<file path="src/rtl/vga_timing_pkg.sv">
// Shared VGA timing constants, scan-region type and pixel word layout.
// Used by vga_scan_timing and vga_delay_line.
package vga_timing_pkg;

  localparam int H_ACTIVE_DEF = 640;
  localparam int H_FP_DEF     = 16;
  localparam int H_SYNC_DEF   = 96;
  localparam int H_BP_DEF     = 48;
  localparam int V_ACTIVE_DEF = 480;
  localparam int V_FP_DEF     = 10;
  localparam int V_SYNC_DEF   = 2;
  localparam int V_BP_DEF     = 33;

  typedef enum logic [1:0] {ACTIVE, FP, SYNC, BP} region_e;

  // Field names match the rasterizer's color_t so values can be copied across.
  typedef struct packed {
    logic [3:0] r;
    logic [3:0] g;
    logic [3:0] b;
  } rgb444_t;

  typedef struct packed {
    logic    de;
    logic    hs;
    logic    vs;
    rgb444_t rgb;
  } pix_word_t;

  function automatic region_e region_decode(input logic [9:0] cnt, input int active,
                                            input int fp, input int sync);
    int c;
    c = int'(cnt);
    if (c < active) return ACTIVE;
    if (c < active + fp) return FP;
    if (c < active + fp + sync) return SYNC;
    return BP;
  endfunction

endpackage

</file>
<file path="src/rtl/vga_delay_line.sv">
// Enabled shift register with synchronous clear; keeps sync, de and colour
// in lock-step on their way to the VGA pins.
module vga_delay_line #(
  parameter int WIDTH = 15,
  parameter int DEPTH = 1
) (
  input  logic             clk,
  input  logic             en,
  input  logic             clr,
  input  logic [WIDTH-1:0] din,
  output logic [WIDTH-1:0] dout
);

  logic [WIDTH-1:0] stage_q [DEPTH];
  logic [WIDTH-1:0] stage_d [DEPTH];

  always_comb begin
    stage_d = stage_q;
    if (clr) begin
      for (int i = 0; i < DEPTH; i++) stage_d[i] = '0;
    end else if (en) begin
      stage_d[0] = din;
      for (int i = 1; i < DEPTH; i++) stage_d[i] = stage_q[i-1];
    end
  end

  always_ff @(posedge clk) begin
    stage_q <= stage_d;
  end

  assign dout = stage_q[DEPTH-1];

endmodule

</file>
<file path="src/rtl/vga_scan_timing.sv">
// Raster scan generator and aligned, blanked VGA pin driver.
// Optional macro VGA_TEST_PATTERN_EN replaces r/g/b_in with 8 colour bars.
module vga_scan_timing
  import vga_timing_pkg::*;
#(
  parameter int H_ACTIVE        = H_ACTIVE_DEF,
  parameter int H_FP            = H_FP_DEF,
  parameter int H_SYNC          = H_SYNC_DEF,
  parameter int H_BP            = H_BP_DEF,
  parameter int V_ACTIVE        = V_ACTIVE_DEF,
  parameter int V_FP            = V_FP_DEF,
  parameter int V_SYNC          = V_SYNC_DEF,
  parameter int V_BP            = V_BP_DEF,
  parameter bit SYNC_ACTIVE_LOW = 1'b1,
  parameter int PIX_DELAY       = 1
) (
  input  logic       clk,
  input  logic       rst,
  input  logic       pix_en,
  output logic [9:0] px,
  output logic [9:0] py,
  output logic       frame,
  input  logic [3:0] r_in,
  input  logic [3:0] g_in,
  input  logic [3:0] b_in,
  output logic [3:0] vga_r,
  output logic [3:0] vga_g,
  output logic [3:0] vga_b,
  output logic       vga_hs,
  output logic       vga_vs,
  output logic       vga_de
);

  localparam int H_TOTAL = H_ACTIVE + H_FP + H_SYNC + H_BP;
  localparam int V_TOTAL = V_ACTIVE + V_FP + V_SYNC + V_BP;

  logic [9:0] h_cnt_q, h_cnt_d;
  logic [9:0] v_cnt_q, v_cnt_d;
  region_e    h_state_q, h_state_d;
  region_e    v_state_q, v_state_d;
  logic       frame_q, frame_d;

  // Region states are decoded from the next count so they line up with px/py.
  always_comb begin
    h_cnt_d = h_cnt_q;
    v_cnt_d = v_cnt_q;
    frame_d = 1'b0;
    if (pix_en) begin
      if (h_cnt_q == 10'(H_TOTAL - 1)) begin
        h_cnt_d = '0;
        v_cnt_d = (v_cnt_q == 10'(V_TOTAL - 1)) ? '0 : v_cnt_q + 10'd1;
      end else begin
        h_cnt_d = h_cnt_q + 10'd1;
      end
      frame_d = (h_cnt_d == '0) && (v_cnt_d == 10'(V_ACTIVE));
    end
    h_state_d = region_decode(h_cnt_d, H_ACTIVE, H_FP, H_SYNC);
    v_state_d = region_decode(v_cnt_d, V_ACTIVE, V_FP, V_SYNC);
  end

  always_ff @(posedge clk) begin
    if (rst) begin
      h_cnt_q   <= '0;
      v_cnt_q   <= '0;
      h_state_q <= ACTIVE;
      v_state_q <= ACTIVE;
      frame_q   <= 1'b0;
    end else begin
      h_cnt_q   <= h_cnt_d;
      v_cnt_q   <= v_cnt_d;
      h_state_q <= h_state_d;
      v_state_q <= v_state_d;
      frame_q   <= frame_d;
    end
  end

  assign px    = h_cnt_q;
  assign py    = v_cnt_q;
  assign frame = frame_q;

  rgb444_t pix_rgb;

`ifdef VGA_TEST_PATTERN_EN
  localparam int BAR_W = H_ACTIVE / 8;
  logic [2:0] bar_sel;

  // Bar order white..black maps to r=~bit1, g=~bit2, b=~bit0 of the bar index.
  always_comb begin
    bar_sel   = 3'(h_cnt_q / 10'(BAR_W));
    pix_rgb.r = {4{~bar_sel[1]}};
    pix_rgb.g = {4{~bar_sel[2]}};
    pix_rgb.b = {4{~bar_sel[0]}};
  end
`else
  always_comb begin
    pix_rgb.r = r_in;
    pix_rgb.g = g_in;
    pix_rgb.b = b_in;
  end
`endif

  pix_word_t pipe_in, pipe_out;

  always_comb begin
    pipe_in.de  = (h_state_q == ACTIVE) && (v_state_q == ACTIVE);
    pipe_in.hs  = (h_state_q == SYNC);
    pipe_in.vs  = (v_state_q == SYNC);
    pipe_in.rgb = pix_rgb;
  end

  vga_delay_line #(
    .WIDTH($bits(pix_word_t)),
    .DEPTH(PIX_DELAY)
  ) u_delay (
    .clk (clk),
    .en  (pix_en),
    .clr (rst),
    .din (pipe_in),
    .dout(pipe_out)
  );

  assign vga_de = pipe_out.de;
  assign vga_r  = pipe_out.de ? pipe_out.rgb.r : 4'h0;
  assign vga_g  = pipe_out.de ? pipe_out.rgb.g : 4'h0;
  assign vga_b  = pipe_out.de ? pipe_out.rgb.b : 4'h0;
  assign vga_hs = pipe_out.hs ^ SYNC_ACTIVE_LOW;
  assign vga_vs = pipe_out.vs ^ SYNC_ACTIVE_LOW;

endmodule

</file>
<file path="config.mk">
export PLATFORM = sky130hd
export DESIGN_NAME = vga_scan_timing
export DESIGN_NICKNAME = d
export VERILOG_FILES = /design/src/rtl/vga_timing_pkg.sv /design/src/rtl/vga_delay_line.sv /design/src/rtl/vga_scan_timing.sv
export SDC_FILE = /design/constraint.sdc
export NUM_CORES = 1
export LEC_CHECK = 0
export ABC_AREA = 1
export ABC_CLOCK_PERIOD_IN_PS = 5400
export BUFFER_PORTS_ARGS = -buffer_cell sky130_fd_sc_hd__buf_2
export CAP_MARGIN = 15
export CORE_MARGIN = 2
export CORE_UTILIZATION = 45
export CTS_CLUSTER_DIAMETER = 30
export DETAILED_ROUTE_END_ITERATION = 10
export GPL_TIMING_DRIVEN = 0
export PLACE_DENSITY = 0.7
export SLEW_MARGIN = 10
export SYNTH_ARGS = -nofsm -noshare
export SYNTH_HDL_FRONTEND = slang
export SYNTH_HIERARCHICAL = 1
export SYNTH_SLANG_ARGS = --single-unit
</file>
<file path="constraint.sdc">
create_clock -name clk -period 5.4 [get_ports clk]
set_input_delay 0.81 -clock clk [delete_from_list [all_inputs] [get_ports clk]]
set_output_delay 0.81 -clock clk [all_outputs]
set_load 0.02 [all_outputs]
</file>
==> run_summary.xml, run 1 <==
<?xml version="1.0" encoding="UTF-8"?>
<metrics>
  <group name="clocking">
    <metric name="cts_tree" unit="">done</metric>
    <metric name="cts-buffers-inserted" unit="">5</metric>
    <metric name="postCtsSetupRepairBufs" unit="">0</metric>
    <metric name="htree_levels" unit="">2</metric>
    <metric name="cts_resized" unit="">0</metric>
    <metric name="clk_root_buffer_cell" unit="">sky130_fd_sc_hd__clkbuf_8</metric>
    <metric name="clock_latency" unit="ns">0.29</metric>
    <metric name="clock_path_buffers" unit="">2</metric>
    <metric name="clk_pin_slew" unit="ns">0.08</metric>
    <metric name="cts_num_sinks" unit="">40</metric>
    <metric name="post_cts_hold_buffer_count" unit="">0</metric>
  </group>
  <group name="timing">
    <metric name="worst_slew_pin_slew" unit="ns">0.5900</metric>
    <metric name="unrepaired_setup_endpoints_after_global_routing" unit="">false</metric>
    <metric name="fmaxAchievable" unit="MHz">455.6</metric>
    <metric name="hold_violations" unit="">0</metric>
    <metric name="skew" unit="ns">0.003545</metric>
    <metric name="max-slew-margin-rel" unit="%">60.67</metric>
    <metric name="period_share" unit="%">40.65</metric>
    <metric name="tns" unit="ns">0</metric>
    <metric name="final_period_minus_worst_setup_slack" unit="ns">2.195</metric>
    <metric name="worst_slack" unit="ns">3.205</metric>
    <metric name="setup_viol_count_final" unit="">0</metric>
    <metric name="final-max-slew-violation-count" unit="">0</metric>
  </group>
  <group name="min_path">
    <metric name="timing.hold.worst_path_depth" unit="">2</metric>
    <metric name="worst_hold_path_type" unit="">reg2reg</metric>
    <metric name="hold_start" unit="">u_delay/dout[13]$_SDFFE_PP0P_</metric>
    <metric name="holdPathEnd" unit="">u_delay/dout[13]$_SDFFE_PP0P_</metric>
  </group>
  <group name="setup_path">
    <metric name="crit_path_max_fanout" unit="">10</metric>
    <metric name="cpMaxStageDelayCell" unit="">sky130_fd_sc_hd__dfxtp_1</metric>
    <metric name="crit_path_end_kind" unit="">output port</metric>
    <metric name="cp_data_required_time" unit="ns">4.59</metric>
    <metric name="worstReg2RegStart" unit="">px[0]$_SDFFE_PP0P_</metric>
    <metric name="path_cells" unit="">clkbuf_1, nand2_1, inv_1, buf_2</metric>
    <metric name="arrival" unit="ns">1.39</metric>
    <metric name="worst-r2r-cell-count" unit="">12</metric>
    <metric name="regToRegSetupSlack" unit="ns">3.31</metric>
    <metric name="cpPeakStageDelay" unit="ns">0.40</metric>
    <metric name="crit_family" unit="">buffers and inverters</metric>
    <metric name="crit_buf_inv" unit="">3</metric>
    <metric name="r2r_end" unit="">h_state_q[0]$_SDFF_PP0_</metric>
    <metric name="setup.worst_path.start_class" unit="">flop</metric>
    <metric name="criticalPathCategory" unit="">reg2out</metric>
  </group>
  <group name="global_routing">
    <metric name="first_global_vias" unit="">2327</metric>
    <metric name="antenna_found_initial" unit="">0</metric>
    <metric name="grt_start_max_net_pins" unit="">13</metric>
    <metric name="global_route_wire_length_before_repair" unit="um">10150</metric>
    <metric name="grt.total_usage" unit="%">20.44</metric>
    <metric name="grt_overflow_total" unit="">0</metric>
  </group>
  <group name="floorplanning">
    <metric name="core-area" unit="um^2">5405</metric>
    <metric name="die-width" unit="um">78.18</metric>
    <metric name="start_util" unit="%">45.81</metric>
    <metric name="row_count" unit="">27</metric>
    <metric name="dieArea" unit="um^2">6112</metric>
    <metric name="die_height" unit="um">78.18</metric>
    <metric name="count_of_pins_on_the_block_boundary" unit="">51</metric>
  </group>
  <group name="place">
    <metric name="dp_hpwl" unit="um">4538</metric>
    <metric name="dp_worst_setup_slack" unit="ns">3.086</metric>
    <metric name="io_buffer_count" unit="">49</metric>
    <metric name="gp_routability_congestion" unit="">0.8905</metric>
  </group>
  <group name="logic_synthesis">
    <metric name="synthCells" unit="">413</metric>
    <metric name="avgSynthCellArea" unit="um^2">5.995</metric>
    <metric name="mappedNetlistNets" unit="">431</metric>
    <metric name="synth_sequential_area_ratio" unit="%">32.34</metric>
    <metric name="asyncSetResetFlopFracSynth" unit="%">0</metric>
    <metric name="synth_enable_flop_cells" unit="">0</metric>
    <metric name="synth_seq_cells" unit="">40</metric>
    <metric name="netlist_top_cells_area" unit="">sky130_fd_sc_hd__dfxtp_1 (32%), sky130_fd_sc_hd__nand2_1 (20%), sky130_fd_sc_hd__inv_1 (10%)</metric>
    <metric name="synth.distinct_cells" unit="">27</metric>
    <metric name="synth_top_flop_cell" unit="">sky130_fd_sc_hd__dfxtp_1</metric>
    <metric name="synth_top_area_share" unit="%">32.34</metric>
    <metric name="yosys.area.top_type" unit="">sky130_fd_sc_hd__dfxtp_1</metric>
    <metric name="post_synth_instance_area" unit="um^2">2476</metric>
    <metric name="ys_warns" unit="">6</metric>
  </group>
  <group name="detailed_routing">
    <metric name="via_count" unit="">2560</metric>
    <metric name="route.antenna.remaining_nets" unit="">0</metric>
    <metric name="first_iter_violations" unit="">159</metric>
    <metric name="detail_route.first_pass.iterations" unit="">4</metric>
    <metric name="route.detailed.drc" unit="">0</metric>
    <metric name="drt-wirelength-per-cell" unit="um">11.15</metric>
    <metric name="post_drt_via_cell_ratio" unit="">4.732</metric>
    <metric name="routed_wirelength" unit="um">6033</metric>
  </group>
  <group name="layout">
    <metric name="areaGrowthSynthToFinish" unit="%">16.83</metric>
    <metric name="drive_above_1_share" unit="%">17.27</metric>
    <metric name="fillerInstances" unit="">584</metric>
    <metric name="finish.net_count" unit="">487</metric>
    <metric name="most_common_cell_after_layout_fill_and_taps_aside" unit="">sky130_fd_sc_hd__nand2_1</metric>
    <metric name="mostFrequentLayoutCells" unit="">sky130_fd_sc_hd__nand2_1 (135), sky130_fd_sc_hd__inv_1 (66), sky130_fd_sc_hd__nor2_1 (64)</metric>
    <metric name="insertedDiodeCount" unit="">0</metric>
  </group>
  <group name="power">
    <metric name="p_leak" unit="uW">0.001593</metric>
    <metric name="power_density" unit="nW/um^2">208.9</metric>
    <metric name="max-vdd-ir-drop" unit="mV">0.1187</metric>
  </group>
  <group name="outcome">
    <metric name="status" unit="">complete, no violations</metric>
  </group>
  <group name="flow_run">
    <metric name="cap_violations" unit="">0</metric>
  </group>
</metrics>
power breakdown:
group	total [uW]	internal [uW]	leakage (uW)	switching, uW
combinational	90.9	32.2	0.00123	58.7
clock	195	87.6	0.0000400	107
sequential	319	308	0.000328	11.3
total	604	427	0.00159	177
per-stage QoR:
step	cells	util, %	area [um^2]	total power, uW	hold slack (ns)
final	541	53.52	2893	604.3	0.4721
after global routing	541	53.52	2893	635.5	0.4949
after CTS	541	53.52	2893	610.9	0.4756
after detailed placement	534	52.01	2811	416.8	0.4647
after global placement	534	52.01	2811	415.1	0.4574
after floorplan	413	-	2476	388.0	0.4490
sequential cells by signal (all words and copies together), names as in the netlist:
register and count:
v_state_q 2, u_delay/dout 15, py 10, h_state_q 2
frame 1, px 10
layer usage:
metal  share of wire (%)  vias up  global-route usage (%)
li1                    -     1375                       -
met1                  48     1111                   27.38
met2                  45       67                   33.79
met3                 5.1        7                   4.138
met4                 1.0        0                   5.088
met5                   0        -                       0
kinds of logic (layout without fill, tap and decap cells):
logic type | after synthesis | count (layout) | synth area share [%]
and+or+nand+nor | 250 | 250 | 43.10
buffers and inverters | 82 | 138 | 14.10
DFF | 40 | 40 | 32.34
AOI/OAI and AO/OA | 35 | 35 | 7.883
adders and majority gates | 3 | 3 | 1.516
xor gates and xnor gates | 3 | 3 | 1.061
worst reg2reg max path, stage by stage, from the launching register on:
cell	delay, ns
sky130_fd_sc_hd__dfxtp_1	0.43
sky130_fd_sc_hd__ha_1	0.27
sky130_fd_sc_hd__nand4_2	0.16
sky130_fd_sc_hd__nor2_4	0.29
sky130_fd_sc_hd__inv_4	0.12
sky130_fd_sc_hd__nand3_1	0.12
sky130_fd_sc_hd__nand2_1	0.05
sky130_fd_sc_hd__o21ai_0	0.17
sky130_fd_sc_hd__o21ai_0	0.14
sky130_fd_sc_hd__nand2_1	0.07
sky130_fd_sc_hd__nand2_1	0.05
sky130_fd_sc_hd__nor2_1	0.08
sky130_fd_sc_hd__nor2_1	0.05
worst max path at each step:
stage                                   end  slack (ns)  depth (start not counted)                           from
CTS                                vga_r[1]        3.18                          4  u_delay/dout[14]$_SDFFE_PP0P_
global route                       vga_g[1]        3.04                          4  u_delay/dout[14]$_SDFFE_PP0P_
global placement    v_state_q[1]$_SDFF_PP0_        3.08                         11                         pix_en
detailed placement  v_state_q[1]$_SDFF_PP0_        3.09                         11                         pix_en
finish                             vga_r[1]        3.20                          4  u_delay/dout[14]$_SDFFE_PP0P_
floorplan           v_state_q[1]$_SDFF_PP0_        3.43                         11                         pix_en
cell type report:
type	instances	area [um^2]	area share, %
Sequential cell	40	800.8	27.68
Tap cell	72	90.09	3.114
Clock inverter	2	12.51	0.4325
Timing Repair Buffer	49	245.2	8.478
Multi-Input combinational cell	291	1326	45.85
Inverter	68	257.7	8.910
Buffer	14	91.34	3.157
Clock buffer	5	68.82	2.379
Yosys cell counts, types with 2 or more instances:
library cell	n
sky130_fd_sc_hd__nand4_1	7
sky130_fd_sc_hd__dfxtp_1	40
sky130_fd_sc_hd__inv_1	66
sky130_fd_sc_hd__a211oi_1	2
sky130_fd_sc_hd__nand2_1	135
sky130_fd_sc_hd__o21ai_0	15
sky130_fd_sc_hd__nand3_2	4
sky130_fd_sc_hd__nor2_1	64
sky130_fd_sc_hd__o21ai_1	2
sky130_fd_sc_hd__buf_6	4
sky130_fd_sc_hd__xor2_1	3
sky130_fd_sc_hd__nor3_1	3
sky130_fd_sc_hd__a21oi_1	14
sky130_fd_sc_hd__nor2_2	5
sky130_fd_sc_hd__nand3_1	26
sky130_fd_sc_hd__buf_2	4
sky130_fd_sc_hd__nor2_4	3
sky130_fd_sc_hd__ha_1	3
sky130_fd_sc_hd__clkbuf_1	5
No activity file was read; power rests on OpenSTA's default activity.
==> run 2: changes to the inputs <==
ABC_CLOCK_PERIOD_IN_PS = 2200   (was 5400)
clock period = 2.2 ns   (was 5.4 ns; I/O delays follow)
==> run 2 against run 1 <==
Against the previous run: total power rose by 150%; die area unchanged; routed wire length rose by 1.0%; via count is 1.1% higher; sequential power rose by 150%; final area up 0.87%; clock skew barely moved; global-route usage did not move; largest cell class unchanged.
==> run_summary.xml, run 2 (synthesized netlist as in run 1, its figures left out) <==
<?xml version="1.0" encoding="UTF-8"?>
<metrics>
  <group name="layout">
    <metric name="insertedDiodeCount" unit="">0</metric>
    <metric name="most_common_cell_after_layout_fill_and_taps_aside" unit="">sky130_fd_sc_hd__nand2_1</metric>
    <metric name="largest_register_ffs" unit="">15</metric>
    <metric name="mostFrequentLayoutCells" unit="">sky130_fd_sc_hd__nand2_1 (135), sky130_fd_sc_hd__inv_1 (66), sky130_fd_sc_hd__nor2_1 (64)</metric>
    <metric name="areaGrowthSynthToFinish" unit="%">17.84</metric>
    <metric name="regArea" unit="um^2">800.8</metric>
    <metric name="fin_area" unit="um^2">2918</metric>
    <metric name="fillerInstances" unit="">582</metric>
    <metric name="drive_above_1_share" unit="%">18.01</metric>
    <metric name="finish.net_count" unit="">490</metric>
    <metric name="multi_input_comb_area" unit="um^2">1329</metric>
  </group>
  <group name="place">
    <metric name="dp_worst_setup_slack" unit="ns">0.1164</metric>
    <metric name="gp_routability_congestion" unit="">0.8905</metric>
    <metric name="placed_area" unit="um^2">2811</metric>
    <metric name="dp_hpwl" unit="um">4538</metric>
    <metric name="io_buffer_count" unit="">49</metric>
  </group>
  <group name="min_path">
    <metric name="worst_hold_path_type" unit="">in2reg</metric>
    <metric name="timing.hold.worst_path_depth" unit="">4</metric>
  </group>
  <group name="detailed_routing">
    <metric name="first_iter_violations" unit="">155</metric>
    <metric name="drt-wirelength-per-cell" unit="um">11.20</metric>
    <metric name="route.detailed.drc" unit="">0</metric>
    <metric name="detail_route.first_pass.iterations" unit="">4</metric>
    <metric name="route.antenna.remaining_nets" unit="">0</metric>
    <metric name="via_count" unit="">2587</metric>
    <metric name="routed_wirelength" unit="um">6095</metric>
    <metric name="post_drt_via_cell_ratio" unit="">4.756</metric>
  </group>
  <group name="power">
    <metric name="max-vdd-ir-drop" unit="mV">0.2959</metric>
    <metric name="p_total" unit="uW">1487</metric>
    <metric name="power_density" unit="nW/um^2">509.8</metric>
    <metric name="p_leak" unit="uW">0.001607</metric>
  </group>
  <group name="setup_path">
    <metric name="regToRegSetupSlack" unit="ns">0.25</metric>
    <metric name="crit_path_end_kind" unit="">flop</metric>
    <metric name="setup.worst_path.start_class" unit="">flop</metric>
    <metric name="criticalPathCategory" unit="">reg2reg</metric>
    <metric name="worst-r2r-cell-count" unit="">14</metric>
    <metric name="arrival" unit="ns">2.20</metric>
    <metric name="cp_data_required_time" unit="ns">2.45</metric>
    <metric name="crit_path_max_fanout" unit="">5</metric>
  </group>
  <group name="clocking">
    <metric name="htree_levels" unit="">2</metric>
    <metric name="cts_num_sinks" unit="">40</metric>
    <metric name="clock_path_buffers" unit="">2</metric>
    <metric name="clock_latency" unit="ns">0.29</metric>
    <metric name="post_cts_hold_buffer_count" unit="">0</metric>
    <metric name="cts-buffers-inserted" unit="">5</metric>
    <metric name="clk_pin_slew" unit="ns">0.08</metric>
    <metric name="clk_root_buffer_cell" unit="">sky130_fd_sc_hd__clkbuf_8</metric>
    <metric name="cts_tree" unit="">done</metric>
  </group>
  <group name="timing">
    <metric name="final_period_minus_worst_setup_slack" unit="ns">1.954</metric>
    <metric name="setup_viol_count_final" unit="">0</metric>
    <metric name="skew" unit="ns">0.003979</metric>
    <metric name="hold_violations" unit="">0</metric>
    <metric name="unrepaired_setup_endpoints_after_global_routing" unit="">false</metric>
    <metric name="period_share" unit="%">88.80</metric>
    <metric name="worst_slack" unit="ns">0.2463</metric>
    <metric name="fmaxAchievable" unit="MHz">511.9</metric>
    <metric name="tns" unit="ns">0</metric>
    <metric name="max-slew-margin-rel" unit="%">60.92</metric>
    <metric name="final-max-slew-violation-count" unit="">0</metric>
    <metric name="worst_slew_pin_slew" unit="ns">0.5862</metric>
  </group>
  <group name="flow_run">
    <metric name="cap_violations" unit="">0</metric>
  </group>
  <group name="floorplanning">
    <metric name="start_util" unit="%">45.81</metric>
    <metric name="row_count" unit="">27</metric>
    <metric name="die_height" unit="um">78.18</metric>
    <metric name="core-area" unit="um^2">5405</metric>
    <metric name="die-width" unit="um">78.18</metric>
    <metric name="dieArea" unit="um^2">6112</metric>
    <metric name="count_of_pins_on_the_block_boundary" unit="">51</metric>
  </group>
  <group name="global_routing">
    <metric name="global_route_wire_length_before_repair" unit="um">10150</metric>
    <metric name="antenna_found_initial" unit="">0</metric>
    <metric name="grt.total_usage" unit="%">20.44</metric>
    <metric name="grt_overflow_total" unit="">0</metric>
    <metric name="first_global_vias" unit="">2327</metric>
    <metric name="grt_start_max_net_pins" unit="">13</metric>
  </group>
  <group name="outcome">
    <metric name="status" unit="">complete, no violations</metric>
  </group>
</metrics>
[run 2: layer usage]
metal | wire (um) | GRT usage [%] | part of all wire (%)
met1 | 3002 | 27.38 | 49
met2 | 2725 | 33.79 | 45
met3 | 305 | 4.138 | 5.0
met4 | 61 | 5.088 | 1.0
met5 | 0 | 0 | 0
[run 2: report_power, final]
group	switching, uW	internal (uW)	total [uW]	leakage (uW)
Sequential	27.9	755	783	0.000328
Combinational	145	79.2	224	0.00124
Clock	266	215	481	0.0000400
[run 2: area by class of cell]
cell class / instances / area share (%)
Tap cell: 72 / 3.087
Multi-Input combinational cell: 291 / 45.54
Sequential cell: 40 / 27.44
Timing Repair Buffer: 52 / 9.177
Clock inverter: 2 / 0.4288
Clock buffer: 5 / 2.358
Inverter: 68 / 8.834
Buffer: 14 / 3.130
[run 2: path summary, 6_finish.rpt]
| path | startpoint | to |
|---|---|---|
| setup / recovery | px[0]$_SDFFE_PP0P_ | v_state_q[1]$_SDFF_PP0_ |
| hold reg to reg | u_delay/dout[13]$_SDFFE_PP0P_ | u_delay/dout[13]$_SDFFE_PP0P_ |
| setup reg to reg | px[0]$_SDFFE_PP0P_ | v_state_q[1]$_SDFF_PP0_ |
| hold / removal | rst | u_delay/dout[2]$_SDFFE_PP0P_ |
[run 2: worst max-delay path, cell delays in order, from the launching register on]
cell	delay (ns)
sky130_fd_sc_hd__dfxtp_1	0.43
sky130_fd_sc_hd__ha_2	0.25
sky130_fd_sc_hd__nand4_2	0.14
sky130_fd_sc_hd__nor2_4	0.18
sky130_fd_sc_hd__buf_4	0.14
sky130_fd_sc_hd__nand2_1	0.04
sky130_fd_sc_hd__nand2_1	0.07
sky130_fd_sc_hd__nand3_1	0.09
sky130_fd_sc_hd__nand2_1	0.12
sky130_fd_sc_hd__nand3_1	0.08
sky130_fd_sc_hd__nor2_1	0.10
sky130_fd_sc_hd__nand2_1	0.08
sky130_fd_sc_hd__nand3_1	0.08
sky130_fd_sc_hd__nand2_1	0.05
sky130_fd_sc_hd__inv_1	0.04
[run 2: repair_timing]
item	4_1_cts	5_1_grt
buffers inserted	0	3
resized for setup	0	1
setup endpoints to repair	0	5
[run 2: through the flow]
stage,hold slack [ns],utilization [%],std cells
2_1_floorplan,0.4490,-,413
5_1_grt,0.3254,53.98,544
4_1_cts,0.3067,53.52,541
3_3_place_gp,0.4574,52.01,534
6_report,0.3117,53.98,544
3_5_place_dp,0.4647,52.01,534
==> run 3: changes to the inputs <==
ABC_AREA = not set   (was 1)
CORE_UTILIZATION = 40   (was 45)
PLACE_DENSITY = 0.64   (was 0.7)
==> run 3 against run 2 <==
Against the previous run: cell count is 22% lower; clock power up 26%; synthesized area is 7.0% lower; clock skew is 0.0045 ns higher; synthesized cell count fell by 31%; sequential share of layout area up 0.62 points; hold slack worse by 0.041 ns; utilization is 0.87 points lower; global-route usage decreased by 0.38 points; non-clock buffer count up 14; total power down 1.5%; routed wire length up 4.8%; critical endpoint is now frame$_SDFF_PP0_; largest cell class unchanged; largest power group unchanged.
==> run_summary.xml, run 3 <==
<?xml version="1.0" encoding="UTF-8"?>
<metrics>
  <group name="outcome">
    <metric name="status" unit="">complete, no violations</metric>
  </group>
  <group name="logic_synthesis">
    <metric name="yosys.area.top_type" unit="">sky130_fd_sc_hd__dfxtp_1</metric>
    <metric name="synth_top_flop_cell" unit="">sky130_fd_sc_hd__dfxtp_1</metric>
    <metric name="synth_enable_flop_cells" unit="">0</metric>
    <metric name="synthMostInstantiatedCell" unit="">sky130_fd_sc_hd__nor2_1</metric>
    <metric name="synth.top_cells.by_count" unit="">sky130_fd_sc_hd__nor2_1 (46), sky130_fd_sc_hd__dfxtp_1 (40), sky130_fd_sc_hd__mux2i_1 (18)</metric>
    <metric name="synth_top_area_share" unit="%">34.78</metric>
    <metric name="asyncSetResetFlopFracSynth" unit="%">0</metric>
    <metric name="netlist_top_cells_area" unit="">sky130_fd_sc_hd__dfxtp_1 (35%), sky130_fd_sc_hd__mux2i_1 (7.8%), sky130_fd_sc_hd__nor2_1 (7.5%)</metric>
    <metric name="synth_seq_cells" unit="">40</metric>
    <metric name="synth_sequential_area_ratio" unit="%">34.78</metric>
    <metric name="ys_warns" unit="">6</metric>
    <metric name="synth.distinct_cells" unit="">50</metric>
    <metric name="synthCells" unit="">285</metric>
    <metric name="mappedNetlistNets" unit="">303</metric>
    <metric name="post_synth_instance_area" unit="um^2">2302</metric>
    <metric name="avgSynthCellArea" unit="um^2">8.078</metric>
  </group>
  <group name="setup_path">
    <metric name="crit_family" unit="">simple AND/OR/NAND/NOR gates</metric>
    <metric name="cpPeakStageDelay" unit="ns">0.57</metric>
    <metric name="criticalPathCategory" unit="">reg2reg</metric>
    <metric name="cpMaxStageDelayCell" unit="">sky130_fd_sc_hd__or4b_4</metric>
    <metric name="cp_data_required_time" unit="ns">2.41</metric>
    <metric name="critical_path_source" unit="">py[6]$_SDFF_PP0_</metric>
    <metric name="crit_path_max_fanout" unit="">3</metric>
    <metric name="setup.worst_path.start_class" unit="">flop</metric>
    <metric name="path_cells" unit="">or4b_4, or3_4, a22o_1, a222oi_1, a21boi_2, nor4b_4</metric>
    <metric name="crit_buf_inv" unit="">0</metric>
    <metric name="arrival" unit="ns">2.38</metric>
    <metric name="worstReg2RegStart" unit="">py[6]$_SDFF_PP0_</metric>
    <metric name="crit_path_end_kind" unit="">flop</metric>
  </group>
  <group name="power">
    <metric name="max-vdd-ir-drop" unit="mV">0.2540</metric>
    <metric name="p_total" unit="uW">1465</metric>
    <metric name="p_leak" unit="uW">0.001240</metric>
    <metric name="power_density" unit="nW/um^2">497.8</metric>
  </group>
  <group name="timing">
    <metric name="skew" unit="ns">0.008488</metric>
    <metric name="hold_violations" unit="">0</metric>
    <metric name="unrepaired_setup_endpoints_after_global_routing" unit="">true</metric>
    <metric name="fmaxAchievable" unit="MHz">460.8</metric>
    <metric name="final_period_minus_worst_setup_slack" unit="ns">2.170</metric>
    <metric name="period_share" unit="%">98.64</metric>
    <metric name="final-max-slew-violation-count" unit="">0</metric>
    <metric name="setup_viol_count_final" unit="">0</metric>
    <metric name="max-slew-margin-rel" unit="%">58.27</metric>
    <metric name="worst_slew_pin_slew" unit="ns">0.6259</metric>
    <metric name="finalHoldWorstSlack" unit="ns">0.2711</metric>
  </group>
  <group name="clocking">
    <metric name="clock_latency" unit="ns">0.29</metric>
    <metric name="post_cts_hold_buffer_count" unit="">0</metric>
    <metric name="clk_pin_slew" unit="ns">0.09</metric>
    <metric name="cts_num_sinks" unit="">40</metric>
    <metric name="clock_path_buffers" unit="">2</metric>
    <metric name="cts-buffers-inserted" unit="">5</metric>
    <metric name="htree_levels" unit="">2</metric>
    <metric name="clk_root_buffer_cell" unit="">sky130_fd_sc_hd__clkbuf_8</metric>
    <metric name="cts_tree" unit="">done</metric>
  </group>
  <group name="global_routing">
    <metric name="antenna_found_initial" unit="">0</metric>
    <metric name="grt_start_max_net_pins" unit="">14</metric>
    <metric name="grt_overflow_total" unit="">0</metric>
    <metric name="first_global_vias" unit="">2165</metric>
    <metric name="grt.total_usage" unit="%">20.06</metric>
    <metric name="global_route_wire_length_before_repair" unit="um">10260</metric>
  </group>
  <group name="detailed_routing">
    <metric name="route.antenna.remaining_nets" unit="">0</metric>
    <metric name="via_count" unit="">2367</metric>
    <metric name="routed_wirelength" unit="um">6385</metric>
    <metric name="drt-wirelength-per-cell" unit="um">15.06</metric>
    <metric name="post_drt_via_cell_ratio" unit="">5.583</metric>
    <metric name="route.detailed.drc" unit="">0</metric>
    <metric name="first_iter_violations" unit="">232</metric>
    <metric name="detail_route.first_pass.iterations" unit="">6</metric>
  </group>
  <group name="layout">
    <metric name="mostFrequentLayoutCells" unit="">sky130_fd_sc_hd__buf_2 (50), sky130_fd_sc_hd__nor2_1 (46), sky130_fd_sc_hd__dfxtp_1 (32)</metric>
    <metric name="finish.net_count" unit="">369</metric>
    <metric name="insertedDiodeCount" unit="">0</metric>
    <metric name="drive_above_1_share" unit="%">29.26</metric>
    <metric name="areaGrowthSynthToFinish" unit="%">27.83</metric>
    <metric name="largest_register_ffs" unit="">15</metric>
    <metric name="most_common_cell_after_layout_fill_and_taps_aside" unit="">sky130_fd_sc_hd__buf_2</metric>
    <metric name="fillerInstances" unit="">529</metric>
  </group>
  <group name="floorplanning">
    <metric name="start_util" unit="%">41.55</metric>
    <metric name="count_of_pins_on_the_block_boundary" unit="">51</metric>
    <metric name="dieArea" unit="um^2">6378</metric>
    <metric name="core-area" unit="um^2">5540</metric>
    <metric name="row_count" unit="">27</metric>
    <metric name="die_height" unit="um">79.87</metric>
    <metric name="die-width" unit="um">79.87</metric>
  </group>
  <group name="place">
    <metric name="dp_hpwl" unit="um">4322</metric>
    <metric name="io_buffer_count" unit="">49</metric>
    <metric name="gp_routability_congestion" unit="">0.8621</metric>
  </group>
  <group name="min_path">
    <metric name="hold_start" unit="">g_in[0]</metric>
    <metric name="worst_hold_path_type" unit="">in2reg</metric>
  </group>
  <group name="flow_run">
    <metric name="cap_violations" unit="">0</metric>
  </group>
</metrics>
-- run 3: report_power, final --
part,internal (uW),switching [uW]
combinational,49.8,61.8
clock,336,271
sequential,735,11.1
total,1120,344
-- run 3: what timing repair did --
item / in CTS / in global routing
gates cloned: 0 / 0
setup buffers: 10 / 3
resized for setup: 13 / 19
pin swaps: 6 / 6
setup endpoints to repair: 7 / 3
-- run 3: per-stage QoR --
stage	instance area, um^2	cells	setup slack, ns	util [%]	setup TNS [ns]
floorplan	2322	285	0.01232	-	0
global placement	2658	406	-0.4392	47.97	-1.214
detailed placement	2658	406	-0.4147	47.97	-1.218
finish	2943	424	0.02987	53.12	0
global route	2943	424	-0.1118	53.12	-0.2526
CTS	2868	422	-0.02613	51.76	-0.02613
-- run 3: worst reg2reg max path, stage by stage, from the launching register on --
cell and delay (ns):
sky130_fd_sc_hd__dfxtp_4 0.35, sky130_fd_sc_hd__or4b_4 0.57, sky130_fd_sc_hd__or3_4 0.36, sky130_fd_sc_hd__a22o_1 0.19
sky130_fd_sc_hd__a222oi_1 0.21, sky130_fd_sc_hd__a21boi_2 0.21, sky130_fd_sc_hd__nor4b_4 0.21
-- run 3: final cells by class --
type                            count  area [um^2]  share of cell area (%)
Inverter                            5        18.77                  0.6378
Timing Repair Buffer               62        342.8                   11.65
Clock buffer                        5        68.82                   2.338
Clock inverter                      3        42.54                   1.446
Buffer                             18        107.6                   3.656
Tap cell                           72        90.09                   3.061
Multi-Input combinational cell    219         1446                   49.15
Sequential cell                    40        825.8                   28.06
-- run 3: cell families (layout without fill, tap and decap cells) --
logic type / after synthesis / in the layout / synth area share, %
muxes: 18 / 18 / 7.826
buffers and inverters: 26 / 93 / 5.815
xor gates and xnor gates: 10 / 10 / 3.805
adders and majority gates: 3 / 3 / 1.631
and+or+nand+nor: 135 / 135 / 31.20
DFF: 40 / 40 / 34.78
AOI/OAI and AO/OA: 53 / 53 / 14.95
-- run 3: worst paths after layout --
kind | cells after the start | slack, ns | endpoint
setup / recovery | 6 | 0.03 | frame$_SDFF_PP0_
hold / removal | 3 | 0.27 | u_delay/dout[4]$_SDFFE_PP0P_
setup reg to reg | 6 | 0.03 | frame$_SDFF_PP0_
hold reg to reg | 2 | 0.49 | u_delay/dout[4]$_SDFFE_PP0P_
-- run 3: per-layer routing --
layer / vias up / share of wire (%) / track usage [%]
li1: 1144 / - / -
met1: 1108 / 44 / 26.96
met2: 98 / 46 / 31.34
met3: 17 / 7.2 / 4.072
met4: 0 / 2.0 / 8.136
met5: - / 0 / 0
